`config.mk`:
```
export PLATFORM = sky130hd
export DESIGN_NAME = lcd_trace_feeder
export DESIGN_NICKNAME = d
export VERILOG_FILES = /design/src/rtl/lcd_trace_feeder_pkg.sv /design/src/rtl/lcd_trace_feeder_trace_fifo.sv /design/src/rtl/lcd_trace_feeder.sv
export SDC_FILE = /design/constraint.sdc
export NUM_CORES = 1
export LEC_CHECK = 0
export ABC_AREA = 0
export CORE_MARGIN = 2
export CORE_UTILIZATION = 45
export CTS_BUF_LIST = sky130_fd_sc_hd__clkbuf_4 sky130_fd_sc_hd__clkbuf_8 sky130_fd_sc_hd__clkbuf_16
export CTS_CLUSTER_DIAMETER = 60
export DETAILED_ROUTE_END_ITERATION = 8
export GPL_TIMING_DRIVEN = 0
export PLACE_DENSITY = 0.58
export SLEW_MARGIN = 20
export SYNTH_ARGS = -nofsm -noshare
export SYNTH_HDL_FRONTEND = slang
export SYNTH_HIERARCHICAL = 1
export SYNTH_SLANG_ARGS = --single-unit
```
`constraint.sdc`:
```
create_clock -name clk -period 3.7 [get_ports clk]
set_input_delay 0.74 -clock clk [delete_from_list [all_inputs] [get_ports clk]]
set_output_delay 0.74 -clock clk [all_outputs]
set_load 0.01 [all_outputs]
```
`src/rtl/lcd_trace_feeder_pkg.sv`:
```
// Shared definitions for the LCD bus-trace feeder.
//   - LCD marker bytes for read and write records
//   - trace record width and bytes emitted per record
//   - feeder FSM state encoding
//   - rec_byte(): picks the idx-th output byte of a record {rw, ab[15:0], db[7:0]}
package lcd_trace_feeder_pkg;

    localparam logic [7:0] LCD_MARK_RD   = 8'h52;   // 'R'
    localparam logic [7:0] LCD_MARK_WR   = 8'h57;   // 'W'
    localparam int         TRACE_REC_W   = 25;
    localparam int         BYTES_PER_REC = 4;

    typedef enum logic [2:0] {
        ST_IDLE,
        ST_LOAD,
        ST_REQ,
        ST_HOLD,
        ST_RELEASE
    } feeder_state_t;

    function automatic logic [7:0] rec_byte(input logic [TRACE_REC_W-1:0] rec,
                                            input logic [1:0]             idx);
        logic [7:0] b;
        b = 8'h00;
        case (idx)
            2'd0: b = rec[24] ? LCD_MARK_RD : LCD_MARK_WR;
            2'd1: b = rec[23:16];
            2'd2: b = rec[15:8];
            2'd3: b = rec[7:0];
            default: b = 8'h00;
        endcase
        return b;
    endfunction

endpackage

```
`src/rtl/lcd_trace_feeder_trace_fifo.sv`:
```
// DEPTH x WIDTH synchronous FIFO holding captured bus-trace records.
// Ports:
//   clk, rst        clock, synchronous active-high reset
//   push, push_data write request; ignored while full
//   pop             read request; ignored while empty
//   head            record at the read pointer (valid when !empty)
//   full, empty     status flags
//   count           records held, 0..DEPTH
module lcd_trace_feeder_trace_fifo
    import lcd_trace_feeder_pkg::*;
#(
    parameter int DEPTH = 16,
    parameter int CNT_W = 5,
    parameter int WIDTH = TRACE_REC_W
) (
    input  logic             clk,
    input  logic             rst,
    input  logic             push,
    input  logic [WIDTH-1:0] push_data,
    input  logic             pop,
    output logic [WIDTH-1:0] head,
    output logic             full,
    output logic             empty,
    output logic [CNT_W-1:0] count
);

    localparam int AW = $clog2(DEPTH);

    logic [WIDTH-1:0] mem [DEPTH];
    logic [AW-1:0]    wr_ptr;
    logic [AW-1:0]    rd_ptr;
    logic             do_push;
    logic             do_pop;

    assign full    = (count == CNT_W'(DEPTH));
    assign empty   = (count == '0);
    assign do_push = push & ~full;
    assign do_pop  = pop & ~empty;
    assign head    = mem[rd_ptr];

    // Storage needs no reset; count and pointers define validity.
    always_ff @(posedge clk) begin
        if (do_push) begin
            mem[wr_ptr] <= push_data;
        end
    end

    // Pointers are exactly log2(DEPTH) bits so they wrap on their own.
    always_ff @(posedge clk) begin
        if (rst) begin
            wr_ptr <= '0;
            rd_ptr <= '0;
            count  <= '0;
        end else begin
            if (do_push) wr_ptr <= wr_ptr + 1'b1;
            if (do_pop)  rd_ptr <= rd_ptr + 1'b1;
            case ({do_push, do_pop})
                2'b10:   count <= count + 1'b1;
                2'b01:   count <= count - 1'b1;
                default: count <= count;
            endcase
        end
    end

endmodule

```
`src/rtl/lcd_trace_feeder.sv`:
```
// Bus-trace producer for the LCD debug path. Captures CPU bus cycles on each
// phi2 falling edge into a FIFO and, on a dump request, replays each record
// as four bytes (marker, ab hi, ab lo, db) over a 4-phase
// write_start/write_done handshake to the LCD controller.
// Ports:
//   clk, rst              board clock, synchronous active-high reset
//   phi2                  CPU phi2 (asynchronous, synchronised here)
//   ext_ab, ext_db, rw    CPU bus, stable around the phi2 fall
//   capture_en            enables sampling
//   dump                  rising edge starts a drain (taken in IDLE only)
//   init_done             LCD controller ready; gates write_start
//   write_done            LCD byte-complete acknowledge
//   write_start, data_out byte request and byte to the LCD controller
//   fifo_count            records held
//   overflow              sticky: a record was dropped on a full FIFO
//   busy                  drain in progress
//
// state   | meaning
// --------+--------------------------------------------------------------
// IDLE    | waiting for a dump edge with records present
// LOAD    | pop head record into hold_rec, byte index to 0
// REQ     | present byte, raise write_start once init_done
// HOLD    | write_start high, data_out stable until write_done
// RELEASE | write_start low, wait for write_done low, pick next byte
module lcd_trace_feeder
    import lcd_trace_feeder_pkg::*;
#(
    parameter int DEPTH = 16,
    parameter int CNT_W = 5
) (
    input  logic             clk,
    input  logic             rst,
    input  logic             phi2,
    input  logic [15:0]      ext_ab,
    input  logic [7:0]       ext_db,
    input  logic             rw,
    input  logic             capture_en,
    input  logic             dump,
    input  logic             init_done,
    input  logic             write_done,
    output logic             write_start,
    output logic [7:0]       data_out,
    output logic [CNT_W-1:0] fifo_count,
    output logic             overflow,
    output logic             busy
);

    localparam logic [1:0] IDX_LAST = 2'(BYTES_PER_REC - 1);

    feeder_state_t          state;
    logic                   phi2_s1, phi2_s2, phi2_s3;
    logic                   dump_q;
    logic                   phi2_fall;
    logic                   dump_rise;
    logic                   push_req;
    logic                   pop_req;
    logic                   fifo_full;
    logic                   fifo_empty;
    logic [TRACE_REC_W-1:0] fifo_head;
    logic [TRACE_REC_W-1:0] hold_rec;
    logic [1:0]             idx;

    // phi2_s1/s2 form the synchroniser; s3 is the history bit for the edge.
    always_ff @(posedge clk) begin
        if (rst) begin
            phi2_s1 <= 1'b0;
            phi2_s2 <= 1'b0;
            phi2_s3 <= 1'b0;
            dump_q  <= 1'b0;
        end else begin
            phi2_s1 <= phi2;
            phi2_s2 <= phi2_s1;
            phi2_s3 <= phi2_s2;
            dump_q  <= dump;
        end
    end

    assign phi2_fall = phi2_s3 & ~phi2_s2;
    assign dump_rise = dump & ~dump_q;
    assign push_req  = phi2_fall & capture_en;
    assign pop_req   = (state == ST_LOAD);

    lcd_trace_feeder_trace_fifo #(
        .DEPTH (DEPTH),
        .CNT_W (CNT_W),
        .WIDTH (TRACE_REC_W)
    ) u_fifo (
        .clk       (clk),
        .rst       (rst),
        .push      (push_req),
        .push_data ({rw, ext_ab, ext_db}),
        .pop       (pop_req),
        .head      (fifo_head),
        .full      (fifo_full),
        .empty     (fifo_empty),
        .count     (fifo_count)
    );

    always_ff @(posedge clk) begin
        if (rst) begin
            state       <= ST_IDLE;
            write_start <= 1'b0;
            data_out    <= 8'h00;
            busy        <= 1'b0;
            overflow    <= 1'b0;
            hold_rec    <= '0;
            idx         <= 2'd0;
        end else begin
            case (state)
                ST_IDLE: begin
                    if (dump_rise && !fifo_empty) begin
                        state    <= ST_LOAD;
                        busy     <= 1'b1;
                        overflow <= 1'b0;
                    end
                end
                ST_LOAD: begin
                    hold_rec <= fifo_head;
                    idx      <= 2'd0;
                    state    <= ST_REQ;
                end
                ST_REQ: begin
                    data_out <= rec_byte(hold_rec, idx);
                    // write_done check keeps a stale acknowledge from
                    // completing the new byte instantly.
                    if (init_done && !write_done) begin
                        write_start <= 1'b1;
                        state       <= ST_HOLD;
                    end
                end
                ST_HOLD: begin
                    if (write_done) begin
                        write_start <= 1'b0;
                        state       <= ST_RELEASE;
                    end
                end
                ST_RELEASE: begin
                    if (!write_done) begin
                        if (idx != IDX_LAST) begin
                            idx   <= idx + 2'd1;
                            state <= ST_REQ;
                        end else if (!fifo_empty) begin
                            state <= ST_LOAD;
                        end else begin
                            state <= ST_IDLE;
                            busy  <= 1'b0;
                        end
                    end
                end
                default: state <= ST_IDLE;
            endcase
            // A drop in the same cycle as a dump start is still reported.
            if (push_req && fifo_full) begin
                overflow <= 1'b1;
            end
        end
    end

endmodule

```
==> impl_metrics.py <==
metrics = {
    "yosys": {
        "syn_area_um2": 18000,
        "ys_types": 56,
        "synthesis.instances": 905,
        "ys.flop_type": "edfxtp_1",
        "syn-num-nets": 950,
        "synthArstFlopShare": 0,
        "synth.avg_cell_area_um2": 19.9,
        "yosysWarnings": 6,
        "synth_seq_cells": 462,
        "yosysSeqAreaShare": 0.737,
        "synth-edff-count": 400,
    },
    "detailed_routing": {
        "drc_errors": 0,
        "drtAntennaViolNets": 0,
        "drtPass1Iterations": 5,
        "totalWireLength_um": 41000,
        "vias_per_cell": 5.68,
        "post_drt_wl_per_cell_um": 25.8,
        "drt_iter0_drc": 761,
        "vias": 9047,
    },
    "sta": {
        "fmax_mhz": 301,
        "slew_viol_final": 0,
        "period_share": 0.899,
        "tightest_slew_ns": 0.952,
        "hold_viol_final": 0,
        "fin_setup_tns_ns": 0,
        "clock_skew_ns": 0.0200,
        "setup-violations-final": 0,
        "layout_min_cycle_time_ns": 3.33,
        "max_slew_margin": 0.366,
        "layout_setup_ws_ns": 0.375,
        "rsz0062_at_grt": "no",
    },
    "placement": {
        "dp_hpwl_um": 26300,
        "post-place-ws_ns": 0.115,
        "routabilityCongestion": 0.770,
        "io_buffers": 47,
    },
    "worst_setup_path": {
        "reg2reg_slack_ns": 0.37,
        "crit_path_start_kind": "flop",
        "crit_path_end_kind": "flop",
        "criticalPathCategory": "flop to flop",
        "cp.arrival_ns": 3.82,
        "crit_start": "state[2]",
        "crit_fanout": 14,
        "rr_startpoint": "state[2]",
        "required_ns": 4.19,
    },
    "die": {
        "die_h_um": 204,
        "io_pins": 48,
        "die_w_um": 204,
        "fp.dieArea_um2": 41600,
        "coreArea_um2": 39500,
        "rows": 73,
        "start_util": 0.454,
    },
    "final_layout": {
        "multi_input_area_um2": 4500,
        "final_util": 0.536,
        "seq_area_um2": 13300,
        "final_layout_size_suffix_gt1_frac": 0.247,
        "final_nets": 1075,
        "area_growth_pct": 17.9,
        "final.fill_count": 3041,
    },
    "pwr": {
        "p_clk_frac": 0.436,
        "switchingPower_w": 0.00220,
        "vdd.ir_drop.worst_uv": 350,
        "p_leak_nw": 6.55,
        "power_frac_comb": 0.039,
        "internal_power_w": 0.00870,
        "power_frac_seq": 0.524,
        "powerDensity_nw_per_um2": 515,
        "p_sw_frac": 0.202,
    },
    "cts": {
        "cts_tree": "yes",
        "cts_hold_buf": 0,
        "cts_made_buffers": 48,
        "ctsResizeCount": 0,
        "clockRootBuffer": "clkbuf_16",
        "cts.sinks": 462,
        "clkLatencyLatePin_ns": 0.57,
        "htree_levels": 2,
        "cts_max_path_buffers": 3,
        "post-cts-setup-buffers": 0,
        "clkSlewWorstSetupHoldPaths_ns": 0.06,
    },
    "hold_path": {
        "holdCritStartpoint": "phi2_s1",
        "worst_hold_path_type": "flop to flop",
    },
    "global_route": {
        "grt_pass1_wl_um": 59700,
        "antenna_found_initial": 1,
        "track_usage": 0.202,
        "grt_pass1_vias": 8990,
        "grt_max_degree": 18,
        "grt_overflow": 0,
    },
    "job": {
        "drv_cap": 0,
    },
    "run_status": {
        "status": "finished clean",
    },
}
==> path summary, 6_finish.rpt <==
kind	cells past startpoint	endpoint
worst max-delay path	13	u_fifo/count[2]
worst min register to register	1	phi2_s2
worst max register to register	13	u_fifo/count[2]
worst min-delay path	1	phi2_s2
==> power groups by stage <==
stage | registers [W] | clock network, W | logic, W
after floorplan | 0.00582 | 0 | 0.000248
after global placement | 0.00583 | 0 | 0.000424
after CTS | 0.00572 | 0.00486 | 0.000437
final | 0.00572 | 0.00476 | 0.000429
after global routing | 0.00572 | 0.00507 | 0.000471
after detailed placement | 0.00583 | 0 | 0.000435
==> cells in the final DEF, fill, tap and decap left out, drive strengths merged, types with 6 or more instances in the layout <==
cell           Yosys  final
a21oi             43     43
buf               26     54
clkbuf            28     85
clkdlybuf4s50      0     47
clkinv             0     19
dfxtp             62     62
edfxtp           400    400
ha                13     13
inv               11     11
mux4             125    125
nand2             64     64
nand2b             6      6
nor2              30     30
nor3              11     11
o211ai             6      6
xor2               7      7
==> through the flow <==
stage                     instance area [µm²]  cells  power (W)  hold slack, ns
after floorplan                         18000    905    0.00607           0.414
after global placement                  19100   1477    0.00625           0.430
after detailed placement                19600   1505    0.00626           0.427
after CTS                               21200   1591     0.0110           0.448
after global routing                    21200   1591     0.0113           0.453
final                                   21200   1592     0.0109           0.441
==> cell usage after synthesis (4+ instances only) <==
| cell type | n | area [µm²] |
|---|---|---|
| a21oi_1 | 43 | 215 |
| buf_2 | 5 | 25.0 |
| buf_1 | 7 | 26.3 |
| edfxtp_1 | 400 | 12000 |
| and3b_1 | 4 | 35.0 |
| buf_6 | 6 | 67.6 |
| nor3_1 | 11 | 55.1 |
| nor2_1 | 30 | 113 |
| dfxtp_1 | 62 | 1240 |
| o211ai_1 | 5 | 37.5 |
| xor2_1 | 7 | 61.3 |
| inv_1 | 9 | 33.8 |
| buf_4 | 8 | 60.1 |
| ha_1 | 13 | 163 |
| mux4_2 | 116 | 2610 |
| a22oi_1 | 4 | 30.0 |
| nand2_1 | 64 | 240 |
| or3_1 | 5 | 31.3 |
| nor2b_1 | 5 | 31.3 |
| mux4_1 | 9 | 236 |
| o21a_1 | 4 | 30.0 |
| nand2b_1 | 6 | 37.5 |
| clkbuf_1 | 28 | 105 |
| nand3b_1 | 4 | 30.0 |
==> layer usage <==
| layer | part of all wire | GRT usage |
|---|---|---|
| met5 | 0 | 0 |
| met4 | 0.031 | 0.0743 |
| met1 | 0.44 | 0.286 |
| met3 | 0.056 | 0.0341 |
| met2 | 0.47 | 0.319 |
==> flip-flops by register name, indices dropped and copies added, names as in the netlist, named ones only <==
| register | count |
|---|---|
| phi2_s1 | 1 |
| state | 3 |
| write_start | 1 |
| u_fifo/mem | 400 |
| busy | 1 |
| u_fifo/wr_ptr | 4 |
| hold_rec | 25 |
| phi2_s2 | 1 |
| u_fifo/count | 5 |
| phi2_s3 | 1 |
| idx | 2 |
| u_fifo/rd_ptr | 4 |
| dump_q | 1 |
| overflow | 1 |
| data_out | 8 |
==> worst max-delay path, cell delays in order, from the launching register on <==
cell      delay (ns)
dfxtp_1         0.34
or3b_1          0.38
buf_2           0.21
inv_2           0.16
buf_4           0.25
o21ai_2         0.14
inv_1           0.08
ha_1            0.18
clkbuf_1        0.38
xor2_1          0.20
ha_1            0.23
nor3_1          0.08
or4_1           0.48
a21oi_1         0.14
==> logic make-up (layout without fill, tap and decap cells) <==
kind of cell / count (synthesis) / after routing / share of synthesized area
buf+inv: 65 / 226 / 0.0181
flops: 462 / 462 / 0.737
compound gates: 82 / 82 / 0.0313
mux: 128 / 128 / 0.160
fa+ha+maj: 13 / 13 / 0.00905
simple gates: 147 / 147 / 0.0400
other cells: 0 / 1 / 0
xor+xnor: 8 / 8 / 0.00390
==> final cells by class <==
class,instances,share of cell area
diodes,1,0.000118
multi-input cells,378,0.213
well taps,525,0.0310
flip-flops and latches,462,0.626
clock buffers,57,0.0607
repair buffers,75,0.0421
clock inverters,29,0.0126
plain buffers,54,0.0134
inverters,11,0.00195
No activity file was read; power rests on OpenSTA's default activity.
